**src/rtl/game_pkg.sv**
```systemverilog
// rtl/game_pkg.sv - shared arena types, wall limits and colour constants
package game_pkg;

  typedef enum logic [1:0] {
    ALIVE  = 2'd0,
    INVULN = 2'd1,
    DEAD   = 2'd2
  } health_state_t;

  localparam int X_WALL_L = 48;
  localparam int X_WALL_R = 576;
  localparam int Y_WALL_U = 32;
  localparam int Y_WALL_D = 448;

  localparam logic [11:0] RGB_RED    = 12'hF00;
  localparam logic [11:0] RGB_YELLOW = 12'hFF0;
  localparam logic [11:0] RGB_BLACK  = 12'h000;

endpackage

```
**src/rtl/invuln_timer.sv**
```systemverilog
// rtl/invuln_timer.sv - invulnerability down-counter with sprite blink divider
module invuln_timer #(
  parameter int INVULN_CYCLES = 150000000,
  parameter int BLINK_CYCLES  = 6250000
) (
  input  logic clk,
  input  logic reset,
  input  logic start,
  output logic done,
  output logic blink_on
);

  localparam int CNT_W = $clog2(INVULN_CYCLES + 1);
  localparam int BLK_W = $clog2(BLINK_CYCLES + 1);

  logic [CNT_W-1:0] cnt;
  logic             running;
  logic [BLK_W-1:0] blink_cnt;
  logic             vis;

  // Load the full window on start, then count down; the last count is the done cycle.
  always_ff @(posedge clk or posedge reset) begin
    if (reset) begin
      cnt     <= '0;
      running <= 1'b0;
    end else if (start) begin
      cnt     <= CNT_W'(INVULN_CYCLES - 1);
      running <= 1'b1;
    end else if (running) begin
      if (cnt == '0) begin
        running <= 1'b0;
      end else begin
        cnt <= cnt - CNT_W'(1);
      end
    end
  end

  // Sprite starts hidden at window start and flips every BLINK_CYCLES clocks.
  always_ff @(posedge clk or posedge reset) begin
    if (reset) begin
      blink_cnt <= '0;
      vis       <= 1'b0;
    end else if (start) begin
      blink_cnt <= '0;
      vis       <= 1'b0;
    end else if (running) begin
      if (blink_cnt == BLK_W'(BLINK_CYCLES - 1)) begin
        blink_cnt <= '0;
        vis       <= ~vis;
      end else begin
        blink_cnt <= blink_cnt + BLK_W'(1);
      end
    end
  end

  assign done     = running && (cnt == '0);
  assign blink_on = vis;

endmodule

```
**src/rtl/player_health.sv**
```systemverilog
// rtl/player_health.sv - life tracker FSM with invulnerability and health HUD decode
module player_health
  import game_pkg::*;
#(
  parameter int MAX_LIVES     = 5,
  parameter int START_LIVES   = 5,
  parameter int N_HAZARDS     = 2,
  parameter int INVULN_CYCLES = 150000000,
  parameter int BLINK_CYCLES  = 6250000,
  parameter int BAR_X0        = 576,
  parameter int BAR_Y0        = 5,
  parameter int BAR_H         = 8,
  parameter int SEG_W         = 4,
  localparam int LIFE_W       = $clog2(MAX_LIVES + 1)
) (
  input  logic                 clk,
  input  logic                 reset,
  input  logic [9:0]           x,
  input  logic [9:0]           y,
  input  logic                 bm_hb_on,
  input  logic [N_HAZARDS-1:0] hazard_on,
  input  logic                 life_up,
  input  logic                 restart,
  output logic [LIFE_W-1:0]    lives,
  output logic                 invuln,
  output logic                 bm_visible,
  output logic                 hit_pulse,
  output logic                 gameover,
  output logic                 healthbar_on,
  output logic [11:0]          healthbar_rgb,
  output logic [11:0]          background_rgb
);

  localparam logic [LIFE_W-1:0] ONE_LIFE  = LIFE_W'(1);
  localparam logic [LIFE_W-1:0] MAX_L     = LIFE_W'(MAX_LIVES);
  localparam logic [LIFE_W-1:0] START_L   = LIFE_W'(START_LIVES);

  health_state_t     state, state_next;
  logic [LIFE_W-1:0] lives_q, lives_next;
  logic              pulse_q, pulse_next;
  logic              hit;
  logic              timer_start;
  logic              timer_done;
  logic              blink_on;

  assign hit = bm_hb_on & (|hazard_on);

  invuln_timer #(
    .INVULN_CYCLES(INVULN_CYCLES),
    .BLINK_CYCLES (BLINK_CYCLES)
  ) u_timer (
    .clk     (clk),
    .reset   (reset),
    .start   (timer_start),
    .done    (timer_done),
    .blink_on(blink_on)
  );

  // State, life count and hit pulse registers.
  always_ff @(posedge clk or posedge reset) begin
    if (reset) begin
      state   <= ALIVE;
      lives_q <= START_L;
      pulse_q <= 1'b0;
    end else begin
      state   <= state_next;
      lives_q <= lives_next;
      pulse_q <= pulse_next;
    end
  end

  // Next-state and life arithmetic; a pickup coinciding with a hit cancels the loss.
  always_comb begin
    state_next  = state;
    lives_next  = lives_q;
    pulse_next  = 1'b0;
    timer_start = 1'b0;
    case (state)
      ALIVE: begin
        if (hit) begin
          pulse_next = 1'b1;
          if (!life_up && lives_q == ONE_LIFE) begin
            lives_next = '0;
            state_next = DEAD;
          end else begin
            if (!life_up) begin
              lives_next = lives_q - ONE_LIFE;
            end
            state_next  = INVULN;
            timer_start = 1'b1;
          end
        end else if (life_up && lives_q != MAX_L) begin
          lives_next = lives_q + ONE_LIFE;
        end
      end
      INVULN: begin
        if (life_up && lives_q != MAX_L) begin
          lives_next = lives_q + ONE_LIFE;
        end
        if (timer_done) begin
          state_next = ALIVE;
        end
      end
      DEAD: begin
        if (restart) begin
          lives_next  = START_L;
          state_next  = INVULN;
          timer_start = 1'b1;
        end
      end
      default: begin
        state_next = ALIVE;
      end
    endcase
  end

  assign lives      = lives_q;
  assign invuln     = (state == INVULN);
  assign gameover   = (state == DEAD);
  assign hit_pulse  = pulse_q;
  assign bm_visible = (state == ALIVE) | ((state == INVULN) & blink_on);

  // HUD decode is purely combinational from the registered life count.
  logic [15:0] x_w, y_w, bar_x_end;
  logic [3:0]  bg_r;

  assign x_w       = {6'b0, x};
  assign y_w       = {6'b0, y};
  assign bar_x_end = 16'(BAR_X0) + 16'(lives_q) * 16'(SEG_W);

  assign healthbar_on = (x_w > 16'(BAR_X0)) && (x_w < bar_x_end) &&
                        (y_w > 16'(BAR_Y0)) && (y_w < 16'(BAR_Y0 + BAR_H));

  assign healthbar_rgb  = (lives_q == ONE_LIFE) ? RGB_YELLOW : RGB_RED;

  assign bg_r           = 4'((16'(lives_q) * 16'd10) / 16'(MAX_LIVES));
  assign background_rgb = (lives_q == '0) ? RGB_BLACK : {bg_r, 8'h00};

endmodule

```
**config.mk**
```make
export PLATFORM = sky130hd
export DESIGN_NAME = player_health
export DESIGN_NICKNAME = d
export VERILOG_FILES = /design/src/rtl/game_pkg.sv /design/src/rtl/invuln_timer.sv /design/src/rtl/player_health.sv
export SDC_FILE = /design/constraint.sdc
export NUM_CORES = 1
export LEC_CHECK = 0
export ABC_AREA = 1
export CAP_MARGIN = 20
export CORE_UTILIZATION = 38
export DETAILED_ROUTE_END_ITERATION = 16
export GPL_ROUTABILITY_DRIVEN = 0
export PLACE_DENSITY = 0.68
export RECOVER_POWER = 25
export SLEW_MARGIN = 0
export SYNTH_ARGS = -nofsm -noshare
export SYNTH_HDL_FRONTEND = slang
export SYNTH_SLANG_ARGS = --single-unit
export TNS_END_PERCENT = 100
```
**constraint.sdc**
```tcl
create_clock -name clk -period 4 [get_ports clk]
set_input_delay 0.8 -clock clk [delete_from_list [all_inputs] [get_ports clk]]
set_output_delay 0.8 -clock clk [all_outputs]
set_load 0.005 [all_outputs]
```
* Word level (Yosys, flattened, before mapping)
Index checks and enable logic that the tools add are counted.
** Word-level totals
- Register bits after elaboration :: 59
- Input port bits :: 27
- Output and inout bits :: 32
- Logic and storage cells :: 81
** Cells by class
- $add $sub $neg :: 5
- Multiply operators :: 1
- Div/mod/pow operators :: 1
- $lt $le $gt $ge :: 4
- Equal/unequal tests :: 10
- Muxes and demuxes :: 31
- Bitwise gates (word level) :: 4
- Reduce and logical (&&, ||, !) cells :: 18
** Operator list (number)
- 2-to-1 mux 28 bit :: 3
- 2-to-1 mux 23 bit :: 3
- logical NOT 28 bit :: 1
- subtractor 28 x 1 -> 28 bit (second input constant) :: 1
- adder 23 x 1 -> 23 bit (second input constant) :: 1
- equality test 23 bit (second input constant) :: 1
- divider 7 x 3 -> 16 bit (second input constant) :: 1
- 2-to-1 mux 3 bit :: 5
- 2-to-1 mux 12 bit :: 1
- adder 10 x 5 -> 11 bit (first input constant) :: 1
- less-than comparator 10 x 11 -> 1 bit :: 1
- 2-to-1 mux 1 bit :: 11
- greater-than comparator 10 bit (second input constant) :: 1
- greater-than comparator 10 x 3 -> 1 bit (second input constant) :: 1
- less-than comparator 10 x 4 -> 1 bit (second input constant) :: 1
- one-hot mux 3 bit (3 select lines) :: 1
- 2-to-1 mux 2 bit :: 4
- 2-to-1 mux 8 bit :: 1
- logical AND 1 bit :: 6
- multiplier 3 x 3 -> 6 bit (second input constant) :: 1
- inequality test 2 bit (second input constant) :: 3
- one-hot mux 2 bit (3 select lines) :: 1
- AND reduction 3 bit :: 2
- inequality test 4 bit (second input constant) :: 1
- 18 further kinds :: 21

* Longest topological paths before layout
- Word-level depth :: 7
- Depth in mapped cells :: 22
- Depth with buffers taken out :: 21

* Hierarchy
From an unflattened synthesis, not the netlist that was laid out.
** Second synthesis, totals
- Cell total of the unflattened synthesis :: 746
- Area total of the unflattened synthesis :: 4939.7 um^2
** Modules (own cells, without submodules)
- invuln_timer :: instances 1, cells each 517, area each 3444.6 um^2, seq. area each 1326.3 um^2
- player_health :: instances 1, cells each 229, area each 1495.2 um^2, seq. area each 152.6 um^2

* Worst setup path after synthesis
Ideal clock, no wire load.
- Kind :: register to output
- Start point :: register lives_q[0], in the netlist lives[0]
- End point :: output background_rgb[8]
- Arrival time :: 2.578 ns
- Required time :: 3.200 ns
- Slack :: 0.622 ns
- Cell stages (with the launch flop) :: 21
- Path buffers :: 0
- Cell sequence :: dfstp_2 inv_1 ha_1 nand2_1 nand2_1 nand2_1 nand2_1 nand2_1 nand2_2 nor2_1 inv_1 ha_1 nand2_1 nor2_2 nor2_4 nand2_4 nand2_1 nand2_1 o21ai_1 nor2_1 nor2_1
** Between the ends
- Word-level cells in the longest chain between the ends :: 3
- Elaborated cells on any way between the ends :: 4
- Those cells by class :: mul: 1; div: 1; mux: 1; reduce/logical: 1
** RTL lines
- start: declaration :: line player_health.sv:39 : logic [LIFE_W-1:0] lives_q, lives_next;
- start signal: assignment :: line player_health.sv:67 : lives_q <= lives_next;
- multiplier 3 x 3 -> 6 bit :: line player_health.sv:136 : assign bg_r = 4'((16'(lives_q) * 16'd10) / 16'(MAX_LIVES));
- divider 7 x 3 -> 16 bit :: line player_health.sv:136
- 2-to-1 mux 12 bit (*) :: line player_health.sv:137 : assign background_rgb = (lives_q == '0) ? RGB_BLACK : {bg_r, 8'h00};
- end: declaration :: line player_health.sv:31 : output logic [11:0] background_rgb
Mark *: on every way between the ends. The rest lies on a longest branch, timed or not.

* Worst setup path after layout
Same ends and word-level chain as after synthesis.

==> run_results.csv <==
group,metric,value,unit
power_and_ir_drop,total_power,3.446,mW
sta,skew,0.01541,ns
clocking,h-tree-depth,3,
hold_path,hold_path_depth,1,
setup_path,reg2reg_from,"lives[0]",
status,status,"finished, final reports clean",
setup_path,critPathMaxFanout,7,
routing,routed_wl,9.816,mm
clocking,clk_pin_slew,0.07,ns
finish,final_common_cell,"nand2_1",
setup_path,critPathCaptureType,"output pin",
synthesis,synth_area_leaders,"dfrtp_1 (34%), nand2_1 (8.4%), inv_1 (6.9%), nor2_1 (6.4%), o21ai_0 (5.4%)",
setup_path,reg2reg_to,"u_timer.blink_cnt[15]",
synthesis,synth-seq-cells,59,
floorplanning,dieHeight,107.1,µm
finish,layout-drive-gt1-share,14.73,%
finish,antenna-diode-count,0,
routing,antenna_left,0,
clocking,cts_inserted_buffers,9,
routing,drcViolationCount,0,
grt,grt_pass1_vias,3601,
sta,finalCritPeriodShare,95.38,%
setup_path,r2r_slack,1.35,ns
clocking,cts.sinks,59,
synthesis,ys_seq_area_share,35.25,%
floorplanning,rows,37,
finish,fin_nets,684,
run,maxCapViolations,0,
routing,drt_iter0_drc,292,
finish,fillers,976,
setup_path,ff2ff_path_depth,13,
sta,hold_slack,0.4756,ns
sta,drv_slew,0,
sta,hold_viol,0,
placed_design,portBuffers,42,
floorplanning,die_area,0.01146,mm²
finish,final_cell_mix,"nand2_1 (85), inv_1 (74), nor2_1 (67)",
floorplanning,die_width,107.1,µm
routing,via_count,3944,
setup_path,start_kind,"flip-flop",
power_and_ir_drop,peakVddDrop,0.0009252,V
synthesis,netlist_instances,580,
sta,worstMarginPinSlew,1.032,ns
sta,fin_ws,0.1846,ns
setup_path,cp.required,3.20,ns
clocking,clockRootBuffer,"clkbuf_8",
hold_path,min_path_type,"flip-flop to flip-flop",
synthesis,synth_top_area_share,34.00,%
sta,timing.slew.headroom,31.12,%
setup_path,crit_path_end,"background_rgb[8]",
routing,routedWlPerCell,12.57,µm
synthesis,yosysWarnings,0,
routing,avgViaCountPerCell,5.050,
synthesis,ys_types,46,
routing,dr.pass1.iters,5,
clocking,clockBufferDepth,2,
floorplanning,start_util,39.92,%
setup_path,startpoint,"lives[0]",
setup_path,crit_type,"flip-flop to output pin",
floorplanning,num_io_pins,59,
setup_path,cp.arrival,3.02,ns
clocking,clk_latency,0.36,ns
sta,rsz0062_at_grt,"false",
finish,synthToLayoutAreaGrowth,22.01,%
synthesis,syn_avg_cell_area,7.233,µm²
power_and_ir_drop,leakagePower,2.381,nW
synthesis,synth_top_area_cell,"dfrtp_1",
grt,grt_max_degree,26,
placed_design,dp_slack,-0.05026,ns
floorplanning,core-area,0.01051,mm²
grt,grt_pass1_wl,16.02,mm
grt,grt_usage,17.28,%
synthesis,syn_area,0.004195,mm²
sta,setup_viol,0,
power_and_ir_drop,power_density,673.3,mW/mm²
sta,fin_crit,3.815,ns
placed_design,dp_hpwl,7.216,mm
grt,overflow,0,
grt,antenna_found_initial,0,
sta,clock.fmax,262.1,MHz
clocking,tritoncts,"done",
-- through the flow --
| stage | instance area [µm²] | setup TNS, ns | utilization, % | instances |
|---|---|---|---|---|
| 5_1_grt | 5119 | 0 | 48.71 | 781 |
| 6_report | 5119 | 0 | 48.71 | 781 |
| 3_3_place_gp | 4737 | 0 | 45.08 | 757 |
| 2_1_floorplan | 4248 | 0 | - | 594 |
| 4_1_cts | 5015 | 0 | 47.72 | 776 |
| 3_5_place_dp | 4737 | -0.05026 | 45.08 | 757 |
-- what timing repair did --
item,in CTS,in global routing
buffers inserted,3,5
gates resized for setup,12,23
setup endpoints to repair,2,2
pin swaps,5,7
hold buffers,0,0
-- worst min-delay path by stage --
stage	end	start	slack, ns
CTS	u_timer.cnt[26]	u_timer.cnt[26]	0.47
detailed placement	u_timer.cnt[26]	u_timer.cnt[26]	0.45
finish	u_timer.cnt[26]	u_timer.cnt[26]	0.48
floorplan	u_timer.cnt[26]	u_timer.cnt[26]	0.43
global placement	u_timer.cnt[26]	u_timer.cnt[26]	0.45
global route	u_timer.cnt[26]	u_timer.cnt[26]	0.49
-- cell usage after synthesis, drive strengths merged --
cell type	count
nor2	75
nand2	106
o21bai	1
nor4b	1
xnor2	1
a21oi	37
nand3b	3
nor3b	2
dfstp	2
a31oi	5
conb	2
a32oi	1
nand4	10
and3	1
o31ai	4
nand3	34
clkbuf	4
buf	21
o21ai	49
nor4	7
ha	17
a221oi	2
or3	1
o22ai	4
a21o	2
o21a	3
xor2	8
a2bb2oi	1
o211ai	3
nor3	27
inv	85
dfrtp	57
or2	4
-- critical path: stages, from the launching register on --
cell	delay, ns
dfstp_2	0.57
buf_6	0.15
ha_4	0.15
nand3_2	0.10
nand2_2	0.13
inv_2	0.06
nand2_1	0.08
nand2_2	0.11
nor2_4	0.16
inv_2	0.07
ha_1	0.19
nand2_2	0.09
nor2_4	0.05
nor2_4	0.14
nand2_4	0.10
nand2_1	0.07
nand2_1	0.05
o21ai_1	0.15
nor2_1	0.05
nor2_1	0.08
clkbuf_2	0.12
-- state kept, by name, indices dropped and copies added (netlist names) --
register,flops
state,2
u_timer.blink_on,1
u_timer.cnt,28
lives,3
hit_pulse,1
u_timer.blink_cnt,23
u_timer.running,1
-- metal layers --
layer | share of wire [%] | global-route usage (%)
met1 | 47 | 22.03
met3 | 5.1 | 3.647
met4 | 2.1 | 7.632
met5 | 0 | 0
met2 | 45 | 28.11
-- kinds of logic after synthesis --
| logic type | synth area share (%) |
|---|---|
| compound gates | 15.12 |
| xor+xnor | 1.879 |
| fa+ha+maj | 5.070 |
| buf+inv | 11.93 |
| flops | 35.25 |
| other cells | 0.1790 |
| simple gates | 30.57 |
-- report_power, final --
group          internal, mW  switching, mW  leakage [nW]
clock network         0.322          0.256        0.0978
registers             0.621         0.0258         0.666
logic                 0.927           1.29          1.62
total                  1.87           1.58          2.38
-- area by class of cell --
type                       instances  area (µm²)  share of cell area [%]
clock buffer                      11       151.4                   2.958
clock inverter                     5       61.31                   1.198
inverter                          85       324.1                   6.331
multi-input combinational        425        2380                   46.49
sequential                        59        1479                   28.89
tap                              136       170.2                   3.324
timing repair buffer              60       553.0                   10.80
(Power assumes the default switching activity.)
